[config.mk]
export PLATFORM = sky130hd
export DESIGN_NAME = load_store_unit_flat
export DESIGN_NICKNAME = d
export VERILOG_FILES = /design/src/rtl/load_store_unit_if.sv /design/src/rtl/load_store_unit.sv /design/src/flat_wrapper.sv
export SDC_FILE = /design/constraint.sdc
export NUM_CORES = 1
export LEC_CHECK = 0
export ABC_CLOCK_PERIOD_IN_PS = 2400
export BUFFER_PORTS_ARGS = -buffer_cell sky130_fd_sc_hd__buf_2
export CAP_MARGIN = 20
export CORE_AREA = 2 2 136 138
export CTS_CLUSTER_DIAMETER = 40
export CTS_CLUSTER_SIZE = 10
export DETAILED_ROUTE_END_ITERATION = 8
export DIE_AREA = 0 0 138 140
export GPL_TIMING_DRIVEN = 0
export PLACE_DENSITY = 0.75
export SLEW_MARGIN = 20
export SYNTH_ARGS = -nofsm -noshare
export SYNTH_HDL_FRONTEND = slang
export SYNTH_SLANG_ARGS = --single-unit
[constraint.sdc]
create_clock -name clk -period 2.4 [get_ports clk]
set_input_delay 0.24 -clock clk [delete_from_list [all_inputs] [get_ports clk]]
set_output_delay 0.24 -clock clk [all_outputs]
set_load 0.02 [all_outputs]
[src/rtl/load_store_unit_if.sv]
// rtl/load_store_unit_if.sv - request/response and data-memory signals of the load/store unit
interface load_store_unit_if;
   logic        req_valid;
   logic        req_ready;
   logic        req_is_store;
   logic [2:0]  req_funct3;
   logic [31:0] req_addr;
   logic [31:0] req_wdata;
   logic        resp_valid;
   logic [31:0] resp_rdata;
   logic        resp_fault;
   logic [31:0] mem_read_addr;
   logic [31:0] mem_read_data;
   logic [31:0] mem_write_addr;
   logic [31:0] mem_write_data;
   logic        mem_write_enable;

   modport slave (
      input  req_valid, req_is_store, req_funct3, req_addr, req_wdata, mem_read_data,
      output req_ready, resp_valid, resp_rdata, resp_fault,
      output mem_read_addr, mem_write_addr, mem_write_data, mem_write_enable
   );

   modport master (
      output req_valid, req_is_store, req_funct3, req_addr, req_wdata, mem_read_data,
      input  req_ready, resp_valid, resp_rdata, resp_fault,
      input  mem_read_addr, mem_write_addr, mem_write_data, mem_write_enable
   );
endinterface

[src/rtl/load_store_unit.sv]
// rtl/load_store_unit.sv - RV32I load/store unit with fault checks and read-modify-write sub-word stores
module load_store_unit #(
   parameter int MEM_BYTES = 512
) (
   input logic              clk,
   input logic              reset,
   load_store_unit_if.slave bus
);
   typedef enum logic [2:0] {IDLE, LOAD_WAIT, MERGE, WRITE, RESP} state_t;

   state_t      state_q, state_d;
   logic [31:0] addr_q, addr_d;
   logic [2:0]  funct3_q, funct3_d;
   logic [15:0] wdata_q, wdata_d;
   logic        resp_valid_q, resp_valid_d;
   logic [31:0] resp_rdata_q, resp_rdata_d;
   logic        resp_fault_q, resp_fault_d;
   logic        mem_we_q, mem_we_d;
   logic [31:0] mem_waddr_q, mem_waddr_d;
   logic [31:0] mem_wdata_q, mem_wdata_d;

   logic        handshake;
   logic        illegal, misaligned, out_of_range, fault;
   logic [7:0]  ld_byte;
   logic [15:0] ld_half;
   logic [31:0] merged;

   assign handshake = bus.req_valid && (state_q == IDLE);

   always_comb begin
      if (bus.req_is_store)
         illegal = !(bus.req_funct3 inside {3'b000, 3'b001, 3'b010});
      else
         illegal = !(bus.req_funct3 inside {3'b000, 3'b001, 3'b010, 3'b100, 3'b101});
      misaligned   = ((bus.req_funct3[1:0] == 2'b01) && bus.req_addr[0]) ||
                     ((bus.req_funct3[1:0] == 2'b10) && (bus.req_addr[1:0] != 2'b00));
      out_of_range = bus.req_addr >= 32'(MEM_BYTES);
      fault        = illegal || misaligned || out_of_range;
   end

   always_ff @(posedge clk) begin
      if (reset) begin
         state_q      <= IDLE;
         addr_q       <= '0;
         funct3_q     <= '0;
         wdata_q      <= '0;
         resp_valid_q <= 1'b0;
         resp_rdata_q <= '0;
         resp_fault_q <= 1'b0;
         mem_we_q     <= 1'b0;
         mem_waddr_q  <= '0;
         mem_wdata_q  <= '0;
      end else begin
         state_q      <= state_d;
         addr_q       <= addr_d;
         funct3_q     <= funct3_d;
         wdata_q      <= wdata_d;
         resp_valid_q <= resp_valid_d;
         resp_rdata_q <= resp_rdata_d;
         resp_fault_q <= resp_fault_d;
         mem_we_q     <= mem_we_d;
         mem_waddr_q  <= mem_waddr_d;
         mem_wdata_q  <= mem_wdata_d;
      end
   end

   always_comb begin
      state_d = state_q;
      case (state_q)
         IDLE: begin
            if (bus.req_valid) begin
               if (fault)                         state_d = RESP;
               else if (!bus.req_is_store)        state_d = LOAD_WAIT;
               else if (bus.req_funct3 == 3'b010) state_d = WRITE;
               else                               state_d = MERGE;
            end
         end
         LOAD_WAIT: state_d = RESP;
         MERGE:     state_d = WRITE;
         WRITE:     state_d = RESP;
         RESP:      state_d = IDLE;
         default:   state_d = IDLE;
      endcase
   end

   always_comb begin
      ld_byte = bus.mem_read_data[{addr_q[1:0], 3'b000} +: 8];
      ld_half = addr_q[1] ? bus.mem_read_data[31:16] : bus.mem_read_data[15:0];
      merged  = bus.mem_read_data;
      if (funct3_q[1:0] == 2'b00)
         merged[{addr_q[1:0], 3'b000} +: 8] = wdata_q[7:0];
      else
         merged[{addr_q[1], 4'b0000} +: 16] = wdata_q[15:0];

      addr_d       = addr_q;
      funct3_d     = funct3_q;
      wdata_d      = wdata_q;
      resp_valid_d = 1'b0;
      resp_rdata_d = '0;
      resp_fault_d = 1'b0;
      mem_we_d     = 1'b0;
      mem_waddr_d  = mem_waddr_q;
      mem_wdata_d  = mem_wdata_q;
      case (state_q)
         IDLE: begin
            if (handshake) begin
               addr_d   = bus.req_addr;
               funct3_d = bus.req_funct3;
               wdata_d  = bus.req_wdata[15:0];
               if (fault) begin
                  resp_valid_d = 1'b1;
                  resp_fault_d = 1'b1;
               end else if (bus.req_is_store && (bus.req_funct3 == 3'b010)) begin
                  mem_we_d    = 1'b1;
                  mem_waddr_d = {bus.req_addr[31:2], 2'b00};
                  mem_wdata_d = bus.req_wdata;
               end
            end
         end
         LOAD_WAIT: begin
            resp_valid_d = 1'b1;
            case (funct3_q)
               3'b000:  resp_rdata_d = {{24{ld_byte[7]}}, ld_byte};
               3'b100:  resp_rdata_d = {24'b0, ld_byte};
               3'b001:  resp_rdata_d = {{16{ld_half[15]}}, ld_half};
               3'b101:  resp_rdata_d = {16'b0, ld_half};
               default: resp_rdata_d = bus.mem_read_data;
            endcase
         end
         MERGE: begin
            mem_we_d    = 1'b1;
            mem_waddr_d = {addr_q[31:2], 2'b00};
            mem_wdata_d = merged;
         end
         WRITE:   resp_valid_d = 1'b1;
         default: ;
      endcase
   end

   assign bus.req_ready        = (state_q == IDLE);
   assign bus.mem_read_addr    = (state_q == IDLE) ? {bus.req_addr[31:2], 2'b00} : {addr_q[31:2], 2'b00};
   assign bus.resp_valid       = resp_valid_q;
   assign bus.resp_rdata       = resp_rdata_q;
   assign bus.resp_fault       = resp_fault_q;
   assign bus.mem_write_addr   = mem_waddr_q;
   assign bus.mem_write_data   = mem_wdata_q;
   // Masked by reset so a store caught in WRITE never reaches memory.
   assign bus.mem_write_enable = mem_we_q && !reset;
endmodule

[src/flat_wrapper.sv]
// flat-port wrapper written by rule: the top's interface ports become plain ports
module load_store_unit_flat 
#(
   parameter int MEM_BYTES = 512
)
  (clk, reset, bus_req_valid, bus_req_is_store, bus_req_funct3, bus_req_addr, bus_req_wdata, bus_mem_read_data, bus_req_ready, bus_resp_valid, bus_resp_rdata, bus_resp_fault, bus_mem_read_addr, bus_mem_write_addr, bus_mem_write_data, bus_mem_write_enable);
  load_store_unit_if bus_i ();
  input logic clk;
  input logic reset;
  input wire logic [$bits(bus_i.req_valid)-1:0] bus_req_valid;
  input wire logic [$bits(bus_i.req_is_store)-1:0] bus_req_is_store;
  input wire logic [$bits(bus_i.req_funct3)-1:0] bus_req_funct3;
  input wire logic [$bits(bus_i.req_addr)-1:0] bus_req_addr;
  input wire logic [$bits(bus_i.req_wdata)-1:0] bus_req_wdata;
  input wire logic [$bits(bus_i.mem_read_data)-1:0] bus_mem_read_data;
  output wire logic [$bits(bus_i.req_ready)-1:0] bus_req_ready;
  output wire logic [$bits(bus_i.resp_valid)-1:0] bus_resp_valid;
  output wire logic [$bits(bus_i.resp_rdata)-1:0] bus_resp_rdata;
  output wire logic [$bits(bus_i.resp_fault)-1:0] bus_resp_fault;
  output wire logic [$bits(bus_i.mem_read_addr)-1:0] bus_mem_read_addr;
  output wire logic [$bits(bus_i.mem_write_addr)-1:0] bus_mem_write_addr;
  output wire logic [$bits(bus_i.mem_write_data)-1:0] bus_mem_write_data;
  output wire logic [$bits(bus_i.mem_write_enable)-1:0] bus_mem_write_enable;
  assign bus_i.req_valid = bus_req_valid;
  assign bus_i.req_is_store = bus_req_is_store;
  assign bus_i.req_funct3 = bus_req_funct3;
  assign bus_i.req_addr = bus_req_addr;
  assign bus_i.req_wdata = bus_req_wdata;
  assign bus_i.mem_read_data = bus_mem_read_data;
  assign bus_req_ready = bus_i.req_ready;
  assign bus_resp_valid = bus_i.resp_valid;
  assign bus_resp_rdata = bus_i.resp_rdata;
  assign bus_resp_fault = bus_i.resp_fault;
  assign bus_mem_read_addr = bus_i.mem_read_addr;
  assign bus_mem_write_addr = bus_i.mem_write_addr;
  assign bus_mem_write_data = bus_i.mem_write_data;
  assign bus_mem_write_enable = bus_i.mem_write_enable;
  load_store_unit #(.MEM_BYTES(MEM_BYTES)) u_core (.clk(clk), .reset(reset), .bus(bus_i));
endmodule
==> summary.txt <==
Status
  – Status: completed

Synth
  – Number of synthesized register bits: 151
  – Count leader, synth: nand2_1
  – Async SR Flop Fraction: 0%
  – Top_reg_cell synth: dfxtp_1
  – Synth top area cells: dfxtp_1 36%, nand2_1 11%, mux2_4 11%
  – Main combinational cell family by area after synthesis: simple AND/OR/NAND/NOR gates
  – Synth warn: 0
  – Compound-Gate Fraction of Synth Area: 18.3%
  – Synth unique cells: 46
  – Multiplexer share of the synthesized area: between 10% and 20%
  – Synth area leader: dfxtp_1
  – EDFF count, synth: 0
  – Top post-synthesis cells by count: 244 x nand2_1, 151 x dfxtp_1, 132 x a21oi_1
  – Yosys top cell area share: between 30% and 40%
  – Synth Area in Simple Gates: 20.1%
  – Syn avg cell area: 8.58 um^2
  – Sequential share of the synthesized area: 35.8%
  – Synth Area in XOR/XNOR: 0%
  – Cell area after synthesis: 8440 um^2
  – Adder-cell area share of the yosys netlist: 0.742%
  – Synth Instances: 983

Power
  – Pleak: about 0.0051 uW
  – Clock power share: between 40% and 50%
  – Seq pwr share: 40.9%
  – Comb power frac: ~14%
  – Int Power: 4660 uW
  – Maximum VDD drop: 0.517 mV
  – Cell Pwr Density: 606 nW/um^2
  – NetSw: 1760 uW
  – Sw frac: ~27%

Floorplan
  – Die area: roughly 19,000 um^2
  – Die X: 138 um
  – Die height: 140 um
  – Starting Density: 47.4%
  – Core area: 17,800 um^2
  – Row cnt: 49
  – Top-Level Pins: 235

Clock network
  – Post-CTS Setup Bufs: 0
  – H-tree Lvls: 4
  – Clock Pin Slew Worst Setup and Hold Paths: 0.07 ns
  – TritonCTS buffer count: 17
  – Clk Tree Root Cell: clkbuf_16
  – Worst skew pair latency: 0.43 ns
  – Clk buf depth: 2
  – Clock Sinks: 151
  – CTS tree: done

Detailed routing
  – Met3 routed WL: 2380 um
  – Met1 Wirelength: 11,300 um
  – # DRC: 0
  – Vias post-DR: between 8,000 and 9,000
  – Via density: 5.70
  – ANT nets after route: 0
  – Wire per inst: 18.4 um
  – DRT Pass-1 Iters: 5
  – Top layer reached by signal wires: met4
  – DRT iter0 DRCs: 577
  – Met2 wire length: 12,700 um
  – Post-Route WL: 27,100 um

Timing
  – Endpoints failing hold: 0
  – RSZ-0062 raised after global routing: yes
  – Post-route setup TNS: 0 ns
  – Skew final: between 0.007 and 0.008 ns
  – Final Cycle Share: ~96%
  – Minimum clock period: 2.32 ns
  – Worst Tran Pin Value: 0.938 ns
  – Slew Viols, Final: 0
  – Endpoints failing setup: 0
  – Fmax: 432 MHz
  – Slew HR: between 30% and 40%

Layout
  – Fillers: 1,631
  – # nets final: 1,341
  – Share of layout cells above drive strength 1: 32.2%
  – Area delta synth->final: 25.5%
  – # diodes: 0
  – Post-route cell area: 10,600 um^2

Worst setup path
  – Reg2reg setup slack: 0.08 ns
  – Critical path, cell by cell: buf_12 > inv_1 > ha_1 > nor4bb_2 > buf_4 > a221oi_1 > a211o_1 > a21oi_1 > mux2_4
  – Number of cells on the worst reg-to-reg path: 9
  – CP Data Arrival Time: 2.63 ns
  – Worst Path Required: 2.72 ns
  – Worst R2R End: u_core.bus.mem_write_data[31]
  – CP Capture Type: flop
  – Slowest cell on crit path: a221oi_1
  – Kind of critical path: reg -> reg
  – R2r startpoint: u_core.addr_q[1]
  – CP startpoint kind: flop
  – CP max FO: 19
  – Max incr delay on CP: 0.41 ns

Place
  – Placed inst area: 9890 um^2
  – DPL Wire Length: 20,400 um
  – I/O Buffers: between 200 and 250
  – Gpl congestion: ~0.97

GRT
  – GR Util All Layers: between 20% and 30%
  – Initial antenna violation count: 0
  – Largest net degree at the start of global routing: 20
  – Gr ovfl total: 0
  – Vias in the first global route: 7,812
  – First-pass GRT wire length: 42,200 um

Run
  – Max_cap viols: 0

Worst hold path
  – Path category of the worst min-delay check: in -> reg
  – Worst Hold End: u_core.wdata_q[0]
  – Hold path depth: 3
  – Hold path start: bus_req_wdata[0]
[metrics by stage]
stage	setup slack, ns	cells	hold WS (ns)	power, uW	util, %
after detailed placement	-0.462	1445	0.464	3550	55.6
after floorplan	0.0584	986	0.376	3210	-
after global routing	-0.0324	1475	0.0596	6650	59.6
after CTS	0.00999	1475	0.0468	6410	59.3
final	0.0844	1475	0.0560	6420	59.6
after global placement	-0.526	1445	0.455	3540	55.6
[area by class of cell]
class / count / area [um^2] / share of cell area, %
Inverter: 14 / 52.6 / 0.496
Tap cell: 229 / 287 / 2.71
Clock inverter: 14 / 196 / 1.85
Buffer: 87 / 488 / 4.61
Clock buffer: 18 / 429 / 4.05
Sequential cell: 151 / 3030 / 28.6
Timing Repair Buffer: 230 / 1150 / 10.9
Multi-Input combinational cell: 732 / 4960 / 46.8
[cell families after synthesis]
family | after synthesis
buf+inv | 103
mux | 126
simple gates | 363
flops | 151
fa+ha+maj | 5
compound gates | 234
other cells | 1
[state kept, by name, summed over array words and instances, names as in the netlist]
signal	cells
u_core.bus.resp_fault	1
u_core.funct3_q	3
u_core.bus.resp_rdata	32
u_core.addr_q	32
u_core.mem_we_q	1
u_core.bus.mem_write_data	32
u_core.wdata_q	16
u_core.bus.resp_valid	1
u_core.bus.mem_write_addr	30
u_core.state_q	3
[layer usage]
metal / vias to the layer above / global-route usage (%)
li1: 3931 / -
met4: 0 / 9.08
met1: 3956 / 34.9
met2: 453 / 45.4
met5: - / 0
met3: 65 / 6.29
[cell usage in the layout (no fill, tap or decap), drive strengths merged, types with 4 or more instances in the layout]
cell      n
a211o    32
a21oi   132
a221oi   40
a32oi     6
and2b    54
buf     261
bufinv    4
clkbuf   69
conb      4
dfxtp   151
ha        5
inv      18
mux2     93
mux2i    33
nand2   244
nor2     22
nor2b    12
nor3      7
nor4      7
o21ai     8
o221a     6
[how the worst max path moves through the flow]
| stage | startpoint | to | cells after the start |
|---|---|---|---|
| final | u_core.addr_q[1] | u_core.bus.mem_write_data[31] | 9 |
| after global routing | u_core.addr_q[1] | u_core.bus.mem_write_data[0] | 9 |
| after CTS | u_core.state_q[1] | bus_mem_read_addr[11] | 5 |
| after detailed placement | u_core.addr_q[1] | u_core.bus.mem_write_data[23] | 10 |
| after global placement | u_core.addr_q[1] | u_core.bus.mem_write_data[23] | 10 |
| after floorplan | u_core.addr_q[1] | u_core.bus.mem_write_data[21] | 10 |
[worst max-delay path, delay by kind of cell, from the launching register on]
| family | cells | cell delay, ns |
|---|---|---|
| AO/OA/AOI/OAI | 3 | 0.64 |
| AND/OR/NAND/NOR | 1 | 0.09 |
| flip-flops | 1 | 0.34 |
| adder cells (fa/ha/maj) | 1 | 0.32 |
| multiplexers | 1 | 0.27 |
| buffers and inverters | 3 | 0.53 |
[power groups by stage]
stage	Clock (uW)	Sequential, uW	Combinational [uW]
after floorplan	0	2650	559
after global placement	0	2670	867
after detailed placement	0	2670	877
after CTS	2910	2620	886
after global routing	3030	2630	990
final	2880	2620	913
[what timing repair did]
action / in CTS / in global routing
hold endpoints to repair: 0 / 0
setup endpoints to repair: 62 / 74
hold buffers: 0 / 0
pin swaps: 0 / 1
resized for setup: 16 / 14
No activity file was read; power rests on OpenSTA's default activity.
